**src/rtl/bp_cce_pkg.sv**
```systemverilog
// Shared types for the CCE GPR write-port arbiter.
// The round-robin request/grant bit positions are defined here.
package bp_cce_pkg;

  typedef enum logic [0:0] {
    e_idle = 1'b0,
    e_resp = 1'b1
  } bp_cce_gpr_wr_arb_state_e;

  localparam int rr_dir_lp = 0;
  localparam int rr_cfg_lp = 1;

endpackage

```
**src/rtl/bp_cce_gpr_wr_rr.sv**
```systemverilog
// Two-way round-robin arbiter between the directory and cfg-write agents.
// rr_r = 0 favours the directory; after a grant it points at the other agent.
module bp_cce_gpr_wr_rr
  import bp_cce_pkg::*;
(
  input  logic       clk_i,
  input  logic       reset_n_i,
  input  logic       en_i,
  input  logic [1:0] req_i,
  output logic [1:0] gnt_o
);

  logic rr_r;

  // Grant selection; a conflict is resolved by rr_r.
  always_comb begin
    gnt_o = 2'b00;
    if (!en_i) begin
      gnt_o = 2'b00;
    end else if (req_i == 2'b11) begin
      gnt_o = rr_r ? 2'b10 : 2'b01;
    end else begin
      gnt_o = req_i;
    end
  end

  // Pointer update.
  always_ff @(posedge clk_i or negedge reset_n_i) begin
    if (!reset_n_i) begin
      rr_r <= 1'b0;
    end else if (gnt_o[rr_dir_lp]) begin
      rr_r <= 1'b1;
    end else if (gnt_o[rr_cfg_lp]) begin
      rr_r <= 1'b0;
    end
  end

endmodule

```
**src/rtl/bp_cce_gpr_wr_arb.sv**
```systemverilog
// Single GPR write-port arbiter for ucode, directory and cfg-link debug writers.
// A starvation counter forces a one-cycle ucode stall so the other writers make progress.
module bp_cce_gpr_wr_arb
  import bp_cce_pkg::*;
#(
  parameter int num_gpr_p      = 8,
  parameter int gpr_width_p    = 64,
  parameter int paddr_width_p  = 40,
  parameter int starve_limit_p = 4
) (
  input  logic                                  clk_i,
  input  logic                                  reset_n_i,
  input  logic                                  ucode_w_v_i,
  input  logic [num_gpr_p-1:0]                  ucode_w_mask_i,
  input  logic [gpr_width_p-1:0]                ucode_w_data_i,
  output logic                                  ucode_stall_o,
  input  logic                                  dir_v_i,
  input  logic [$clog2(num_gpr_p)-1:0]          dir_gpr_sel_i,
  input  logic [paddr_width_p-1:0]              dir_addr_i,
  output logic                                  dir_yumi_o,
  input  logic                                  cfg_v_i,
  input  logic                                  cfg_w_i,
  input  logic [$clog2(num_gpr_p)-1:0]          cfg_gpr_sel_i,
  input  logic [gpr_width_p-1:0]                cfg_data_i,
  output logic                                  cfg_ready_o,
  output logic                                  cfg_resp_v_o,
  output logic [gpr_width_p-1:0]                cfg_resp_data_o,
  input  logic                                  cfg_resp_yumi_i,
  input  logic [num_gpr_p-1:0][gpr_width_p-1:0] gpr_i,
  output logic [num_gpr_p-1:0]                  gpr_w_mask_o,
  output logic [gpr_width_p-1:0]                gpr_w_data_o
);

  localparam int starve_width_lp = $clog2(starve_limit_p + 1);
  localparam logic [starve_width_lp-1:0] starve_limit_lp = starve_width_lp'(starve_limit_p);
  localparam logic [starve_width_lp-1:0] starve_one_lp   = starve_width_lp'(1);

  function automatic logic [num_gpr_p-1:0] one_hot(input logic [$clog2(num_gpr_p)-1:0] sel);
    return num_gpr_p'(1) << sel;
  endfunction

  bp_cce_gpr_wr_arb_state_e    state_r, state_n;
  logic [starve_width_lp-1:0]  starve_r, starve_inc_s;
  logic                        ucode_stall_r;
  logic [gpr_width_p-1:0]      resp_data_r;
  logic                        cfg_wr_elig_s, ucode_gnt_s, dir_gnt_s, cfg_gnt_s;
  logic                        lose_s, accept_s;
  logic [1:0]                  rr_req_s, rr_gnt_s;

  // Grants are gated by reset so every output reads 0 while reset is held.
  always_comb begin
    cfg_wr_elig_s = (state_r == e_idle) & cfg_v_i & cfg_w_i;
    ucode_gnt_s   = reset_n_i & ucode_w_v_i & ~ucode_stall_r;
    rr_req_s      = {cfg_wr_elig_s, dir_v_i};
  end

  bp_cce_gpr_wr_rr rr (
    .clk_i     (clk_i),
    .reset_n_i (reset_n_i),
    .en_i      (reset_n_i & ~ucode_gnt_s),
    .req_i     (rr_req_s),
    .gnt_o     (rr_gnt_s)
  );

  assign dir_gnt_s    = rr_gnt_s[rr_dir_lp];
  assign cfg_gnt_s    = rr_gnt_s[rr_cfg_lp];
  assign lose_s       = ucode_gnt_s & (dir_v_i | cfg_wr_elig_s);
  assign starve_inc_s = starve_r + starve_one_lp;
  assign accept_s     = cfg_v_i & cfg_ready_o;

  // Write-port mux driven by the single winner.
  always_comb begin
    gpr_w_mask_o = '0;
    gpr_w_data_o = '0;
    if (ucode_gnt_s) begin
      gpr_w_mask_o = ucode_w_mask_i;
      gpr_w_data_o = ucode_w_data_i;
    end else if (dir_gnt_s) begin
      gpr_w_mask_o = one_hot(dir_gpr_sel_i);
      gpr_w_data_o = gpr_width_p'(dir_addr_i);
    end else if (cfg_gnt_s) begin
      gpr_w_mask_o = one_hot(cfg_gpr_sel_i);
      gpr_w_data_o = cfg_data_i;
    end else begin
      gpr_w_mask_o = '0;
      gpr_w_data_o = '0;
    end
  end

  // cfg FSM next state and handshake outputs; reads never need the port.
  always_comb begin
    state_n      = state_r;
    cfg_ready_o  = 1'b0;
    cfg_resp_v_o = 1'b0;
    case (state_r)
      e_idle: begin
        cfg_ready_o = reset_n_i & (~cfg_w_i | cfg_gnt_s);
        if (cfg_v_i & cfg_ready_o) begin
          state_n = e_resp;
        end else begin
          state_n = e_idle;
        end
      end
      e_resp: begin
        cfg_resp_v_o = 1'b1;
        if (cfg_resp_yumi_i) begin
          state_n = e_idle;
        end else begin
          state_n = e_resp;
        end
      end
      default: begin
        state_n = e_idle;
      end
    endcase
  end

  // cfg FSM state and response capture (reads see the pre-write GPR value).
  always_ff @(posedge clk_i or negedge reset_n_i) begin
    if (!reset_n_i) begin
      state_r     <= e_idle;
      resp_data_r <= '0;
    end else begin
      state_r <= state_n;
      if (accept_s) begin
        resp_data_r <= cfg_w_i ? '0 : gpr_i[cfg_gpr_sel_i];
      end
    end
  end

  // Starvation counter and the registered one-cycle ucode stall.
  always_ff @(posedge clk_i or negedge reset_n_i) begin
    if (!reset_n_i) begin
      starve_r      <= '0;
      ucode_stall_r <= 1'b0;
    end else if (dir_gnt_s | cfg_gnt_s) begin
      starve_r      <= '0;
      ucode_stall_r <= 1'b0;
    end else if (lose_s && (starve_inc_s == starve_limit_lp)) begin
      starve_r      <= '0;
      ucode_stall_r <= 1'b1;
    end else if (lose_s) begin
      starve_r      <= starve_inc_s;
      ucode_stall_r <= 1'b0;
    end else begin
      ucode_stall_r <= 1'b0;
    end
  end

  assign ucode_stall_o   = ucode_stall_r;
  assign dir_yumi_o      = dir_gnt_s;
  assign cfg_resp_data_o = resp_data_r;

endmodule

```
**config.mk**
```make
export PLATFORM = sky130hd
export DESIGN_NAME = bp_cce_gpr_wr_arb
export DESIGN_NICKNAME = d
export VERILOG_FILES = /design/src/rtl/bp_cce_pkg.sv /design/src/rtl/bp_cce_gpr_wr_rr.sv /design/src/rtl/bp_cce_gpr_wr_arb.sv
export SDC_FILE = /design/constraint.sdc
export NUM_CORES = 1
export LEC_CHECK = 0
export ABC_AREA = 1
export BUFFER_PORTS_ARGS = -buffer_cell sky130_fd_sc_hd__buf_2
export CORE_AREA = 4 4 323 325
export CTS_BUF_LIST = sky130_fd_sc_hd__clkbuf_16
export DETAILED_ROUTE_END_ITERATION = 6
export DIE_AREA = 0 0 327 329
export GPL_ROUTABILITY_DRIVEN = 0
export PLACE_DENSITY = 0.3
export SYNTH_ARGS = -nofsm -noshare
export SYNTH_HDL_FRONTEND = slang
export SYNTH_SLANG_ARGS = --single-unit
```
**constraint.sdc**
```tcl
create_clock -name clk_i -period 3.3 [get_ports clk_i]
set_clock_uncertainty 0.1 [all_clocks]
set_input_delay 0.165 -clock clk_i [delete_from_list [all_inputs] [get_ports clk_i]]
set_output_delay 0.165 -clock clk_i [all_outputs]
set_load 0.005 [all_outputs]
```
Word-level counts from Yosys, hierarchy flattened
Cells that the tools add are included.
{"block": "op_classes", "add_sub_neg": 1, "n_mul": 0, "n_div": 0, "order_cmp": 1, "n_eq_ne": 2, "n_shift": 2, "n_mux": 24, "bitwise": 16, "n_reduce_logical": 3}
{"op": "64-bit two-way mux", "n": 5}
{"op": "64-bit binary-select mux with 3-bit select", "n": 1}
{"op": "8-bit two-way mux", "n": 3}
{"op": "1-bit by 3-bit << shifter with 8-bit output, first input constant", "n": 2}
{"op": "1-bit bitwise AND", "n": 9}
{"op": "3-bit two-way mux", "n": 3}
{"op": "1-bit two-way mux", "n": 8}
{"op": "2-bit two-way mux", "n": 3}
{"op": "3-bit by 4-bit < comparator with 1-bit output, second input constant", "n": 1}
{"op": "1-bit NOT", "n": 4}
{"op": "3-bit by 1-bit adder with 3-bit output, second input constant", "n": 1}
{"op": "3-bit == test, second input constant", "n": 1}
{"op": "1-bit bitwise OR", "n": 3}
{"op": "3-bit nonzero test", "n": 1}
{"op": "2-bit == test, second input constant", "n": 1}
{"op": "1-bit one-hot mux with 2 select lines", "n": 1}
{"op": "2-bit nonzero test", "n": 1}
{"op": "1-bit logical AND", "n": 1}
{"block": "totals", "reg_bits": 70, "latchBits": 0, "mem_bits_rw": 0, "mem_bits_ro": 0, "out_inout_bits": 140, "elab_cells": 54, "memories": 0}

Depth between registers and ports, before layout
{"block": "depth", "depth_word": 11, "depth_mapped": 12}

Cells and area by module
Synthesis repeated with hierarchy kept, for this count alone.
{"block": "hier_totals", "hier_cells": 1837, "hier_area_um2": 9176.3}
{"mod": "bp_cce_gpr_wr_arb", "instances": 1, "cells_per_inst": 1826, "area_each_um2": 9112.5, "seq_area_each_um2": 1726.7}
{"mod": "bp_cce_gpr_wr_rr", "instances": 1, "cells_per_inst": 11, "area_each_um2": 63.8, "seq_area_each_um2": 25.0}

Least setup slack after synthesis
No wires, ideal clock.
{"block": "synth_timing", "path_type": "reg2out", "start": "reg state_r", "end": "out gpr_w_data_o[26]", "t_arrival_ps": 1333, "required_ps": 3035, "slack_ps": 1702, "stages_incl_launch_ff": 11, "cell_sequence": "dfrtp_1 inv_1 nand3_1 inv_1 o21ai_0 nand2_1 inv_1 buf_2 buf_2 nand2_1 nand3_1"}
{"block": "synth_via", "elab_chain_cells": 9}
{"element": "from (decl)", "line": "bp_cce_gpr_wr_arb.sv:42", "source": "bp_cce_gpr_wr_arb_state_e state_r, state_n;"}
{"element": "from (signal assigned)", "line": "bp_cce_gpr_wr_arb.sv:121", "source": "state_r <= e_idle;"}
{"element": "from (signal assigned)", "line": "bp_cce_gpr_wr_arb.sv:124", "source": "state_r <= state_n;"}
{"element": "1-bit NOT (*)"}
{"element": "1-bit bitwise AND (*) (2 in a row)", "line": "bp_cce_gpr_wr_arb.sv:52", "source": "cfg_wr_elig_s = (state_r == e_idle) & cfg_v_i & cfg_w_i;"}
{"element": "2-bit == test", "line": "bp_cce_gpr_wr_rr.sv:20", "source": "end else if (req_i == 2'b11) begin"}
{"element": "2-bit two-way mux (*)", "line": "bp_cce_gpr_wr_rr.sv:20"}
{"element": "2-bit two-way mux (*)", "line": "bp_cce_gpr_wr_rr.sv:18", "source": "if (!en_i) begin"}
{"element": "64-bit two-way mux", "line": "bp_cce_gpr_wr_arb.sv:81", "source": "end else if (cfg_gnt_s) begin"}
{"element": "64-bit two-way mux (*)", "line": "bp_cce_gpr_wr_arb.sv:78", "source": "end else if (dir_gnt_s) begin"}
{"element": "64-bit two-way mux (*)", "line": "bp_cce_gpr_wr_arb.sv:75", "source": "if (ucode_gnt_s) begin"}
{"element": "to (decl)", "line": "bp_cce_gpr_wr_arb.sv:31", "source": "output logic [gpr_width_p-1:0] gpr_w_data_o"}
Mark *: on every way between the ends. The rest lies on a longest branch, timed or not.

Worst setup path after layout
{"block": "layout_timing", "start": "in reset_n_i", "end": "out gpr_w_data_o[28]"}
{"block": "layout_via", "elab_chain_cells": 8}
{"element": "from (decl)", "line": "bp_cce_gpr_wr_arb.sv:12", "source": "input logic reset_n_i,"}
{"element": "1-bit bitwise AND (2 in a row)", "line": "bp_cce_gpr_wr_arb.sv:53", "source": "ucode_gnt_s = reset_n_i & ucode_w_v_i & ~ucode_stall_r;"}
{"element": "1-bit NOT", "line": "bp_cce_gpr_wr_arb.sv:60", "source": ".en_i (reset_n_i & ~ucode_gnt_s),"}
{"element": "1-bit bitwise AND", "line": "bp_cce_gpr_wr_arb.sv:60"}
{"element": "2-bit two-way mux", "line": "bp_cce_gpr_wr_rr.sv:18"}
{"element": "64-bit two-way mux", "line": "bp_cce_gpr_wr_arb.sv:81"}
{"element": "64-bit two-way mux", "line": "bp_cce_gpr_wr_arb.sv:78"}
{"element": "64-bit two-way mux (*)", "line": "bp_cce_gpr_wr_arb.sv:75"}
Marked as above.

==> impl_metrics.env <==
export IMPL_ys_ff_latch=70
export IMPL_vdd_drop_max_uv=223
export IMPL_worst_pin_slew_ns=0.678
export IMPL_final_cell_mix="nand2_1 (1,157), buf_2 (836), nand3_1 (227), nor2_1 (134), dfrtp_1 (70)"
export IMPL_fin_setup_tns_ns=0
export IMPL_r2r_cells=10
export IMPL_power_mw=4.34
export IMPL_relSlewSlack_pct=54.7
export IMPL_viasPerCell=3.63
export IMPL_grt_max_degree=66
export IMPL_die_area_um2=108000
export IMPL_wl_um=85600
export IMPL_cts_inserted_buffers=9
export IMPL_stdcell_count=3972
export IMPL_drcViolationCount=0
export IMPL_chipWidth_um=327
export IMPL_cp_start_kind="input port"
export IMPL_synth_warnings=0
export IMPL_p_seq_share_pct=25.5
export IMPL_intPower_mw=2.59
export IMPL_grt_overflow=0
export IMPL_regToRegSetupSlack_ns=1.10
export IMPL_core_um2=101000
export IMPL_io_pin_count=841
export IMPL_clk_pin_slew_ns=0.07
export IMPL_dp_hpwl_um=70800
export IMPL_postPlaceCellArea_um2=14800
export IMPL_period_needed_ns=2.62
export IMPL_ff_latch_area_um2=1750
export IMPL_final_core_util_pct=15.0
export IMPL_ant_nets=0
export IMPL_fin_crit_sh_pct=79.3
export IMPL_finish_instance_area_um2=15200
export IMPL_cp_data_arrival_time_ns=2.35
export IMPL_root_buffer="clkbuf_16"
export IMPL_place_inst=3949
export IMPL_p_comb_share_pct=43.7
export IMPL_clock_fmax_mhz=382
export IMPL_cap_violations=0
export IMPL_layout_commonest_cell="nand2_1"
export IMPL_max_stage_delay_ns=0.52
export IMPL_status="finished clean"
export IMPL_post_place_ws_ns=1.03
export IMPL_clk_path_buf_depth=2
export IMPL_hold_path_class="in2async"
export IMPL_slowest_stage="dlygate4sd3_1"
export IMPL_syn_nets=2522
export IMPL_switching_share_pct=40.2
export IMPL_switching_power_mw=1.75
export IMPL_rows=117
export IMPL_synth_cells=1819
export IMPL_fillCellCount=12300
export IMPL_multi_input_area_um2=6350
export IMPL_rsz0062_at_grt="false"
export IMPL_cts_tree="yes"
export IMPL_crit_chain="dlygate4sd3_1, buf_4, nand3_1, inv_2, buf_4, nand2_1, nand3_1, buf_2"
export IMPL_synthesis_area_um2=8860
export IMPL_ys_seq_area_share_pct=19.8
export IMPL_die_h_um=329
export IMPL_drv_slew=0
export IMPL_drt_iter0_markers=697
export IMPL_syn_to_final_growth_pct=71.2
export IMPL_htreeDepth=3
export IMPL_track_usage_pct=15.2
export IMPL_drt_pass1_iter_count=5
export IMPL_start_util_pct=8.73
export IMPL_clkLatencyLatePin_ns=0.37
export IMPL_nets=3297
export IMPL_setup_ws_ns=0.684
export IMPL_required_ns=3.03
export IMPL_power_density_nw_per_um2=286
export IMPL_path_class="in2out"
export IMPL_grt_pass1_vias=15000
export IMPL_vias=14400
export IMPL_grt_first_pass_wirelength_um=116000
export IMPL_r2r_start="state_r"
export IMPL_cts_sinks=70
export IMPL_worst_path_max_fanout=32
export IMPL_finalHoldViolations=0
export IMPL_ys_types=18
export IMPL_p_clk_share_pct=30.8
export IMPL_endpoint_kind="output port"
export IMPL_syn_avg_cell_area_um2=4.87
export IMPL_antenna_found_initial=32
export IMPL_r2r_end="cfg_resp_data_o[43]"
export IMPL_port_buffer_count=840
export IMPL_routedWlPerCell_um=21.6
export IMPL_drive_gt1_share_pct=35.1
export IMPL_p_leak_nw=8.88
export IMPL_setup_viol=0
export IMPL_hold_slack_ns=0.0989
## worst max-delay path by stage
stage,startpoint,endpoint,slack (ns)
after floorplan,state_r,gpr_w_data_o[26],1.70
after global placement,state_r,cfg_resp_data_o[48],1.07
after detailed placement,state_r,cfg_resp_data_o[48],1.03
after CTS,reset_n_i,gpr_w_data_o[29],0.63
after global routing,reset_n_i,gpr_w_data_o[29],0.53
final,reset_n_i,gpr_w_data_o[28],0.68
## logic make-up after synthesis
group	synth area share [%]
buffers and inverters	8.91
DFF	19.8
AOI/OAI and AO/OA	2.73
and+or+nand+nor	68.3
adders and majority gates	0.282
## synth_stat cells, drive strengths merged
master	n	area, µm²
a31oi	1	6.26
inv	63	236
a22o	24	210
dfrtp	70	1750
nand2	1157	4340
clkbuf	48	180
ha	2	25.0
o21ai	3	15.0
nand3b	1	7.51
nand3	228	1140
a21oi	2	10.0
nor2	137	522
buf	75	373
nor3	8	40.0
## state kept, by name, summed over array words and instances (netlist names)
signal and cells:
ucode_stall_o 1, rr.rr_r 1, cfg_resp_data_o 64, state_r 1, starve_r 3
## routing by layer
layer  part of all wire [%]  up-vias  GRT usage [%]
met4                    1.9       16           3.09
met1                     42     6603           18.2
met2                     50      588           27.5
li1                       -     7143              -
met3                    6.5       86           3.66
met5                   0.10        -              0
## cell type report
cell class / instances / area share, %
Sequential cell: 70 / 11.5
Timing Repair Buffer: 887 / 31.2
Inverter: 63 / 1.64
Antenna cell: 5 / 0.0825
Clock buffer: 9 / 1.48
Clock inverter: 7 / 0.899
Tap cell: 1368 / 11.3
Multi-Input combinational cell: 1563 / 41.8
## critical path, delay by kind of cell
family                 cells  cell delay [ns]
buffers and inverters      5             1.80
and+or+nand+nor            3             0.35
## power groups by stage
stage | clock, mW | sequential (mW) | combinational [mW]
2_1_floorplan | 0 | 1.11 | 0.739
3_3_place_gp | 0 | 1.13 | 1.96
3_5_place_dp | 0 | 1.12 | 1.96
4_1_cts | 1.42 | 1.11 | 1.97
5_1_grt | 1.44 | 1.13 | 2.13
6_report | 1.34 | 1.10 | 1.90
## timing repair
action / in CTS / in global routing
hold buffers: 2 / 0
gates resized for setup: 0 / 0
setup buffers: 0 / 0
endpoints found under the hold margin: 40 / 0
No activity file was read; power rests on OpenSTA's default activity.
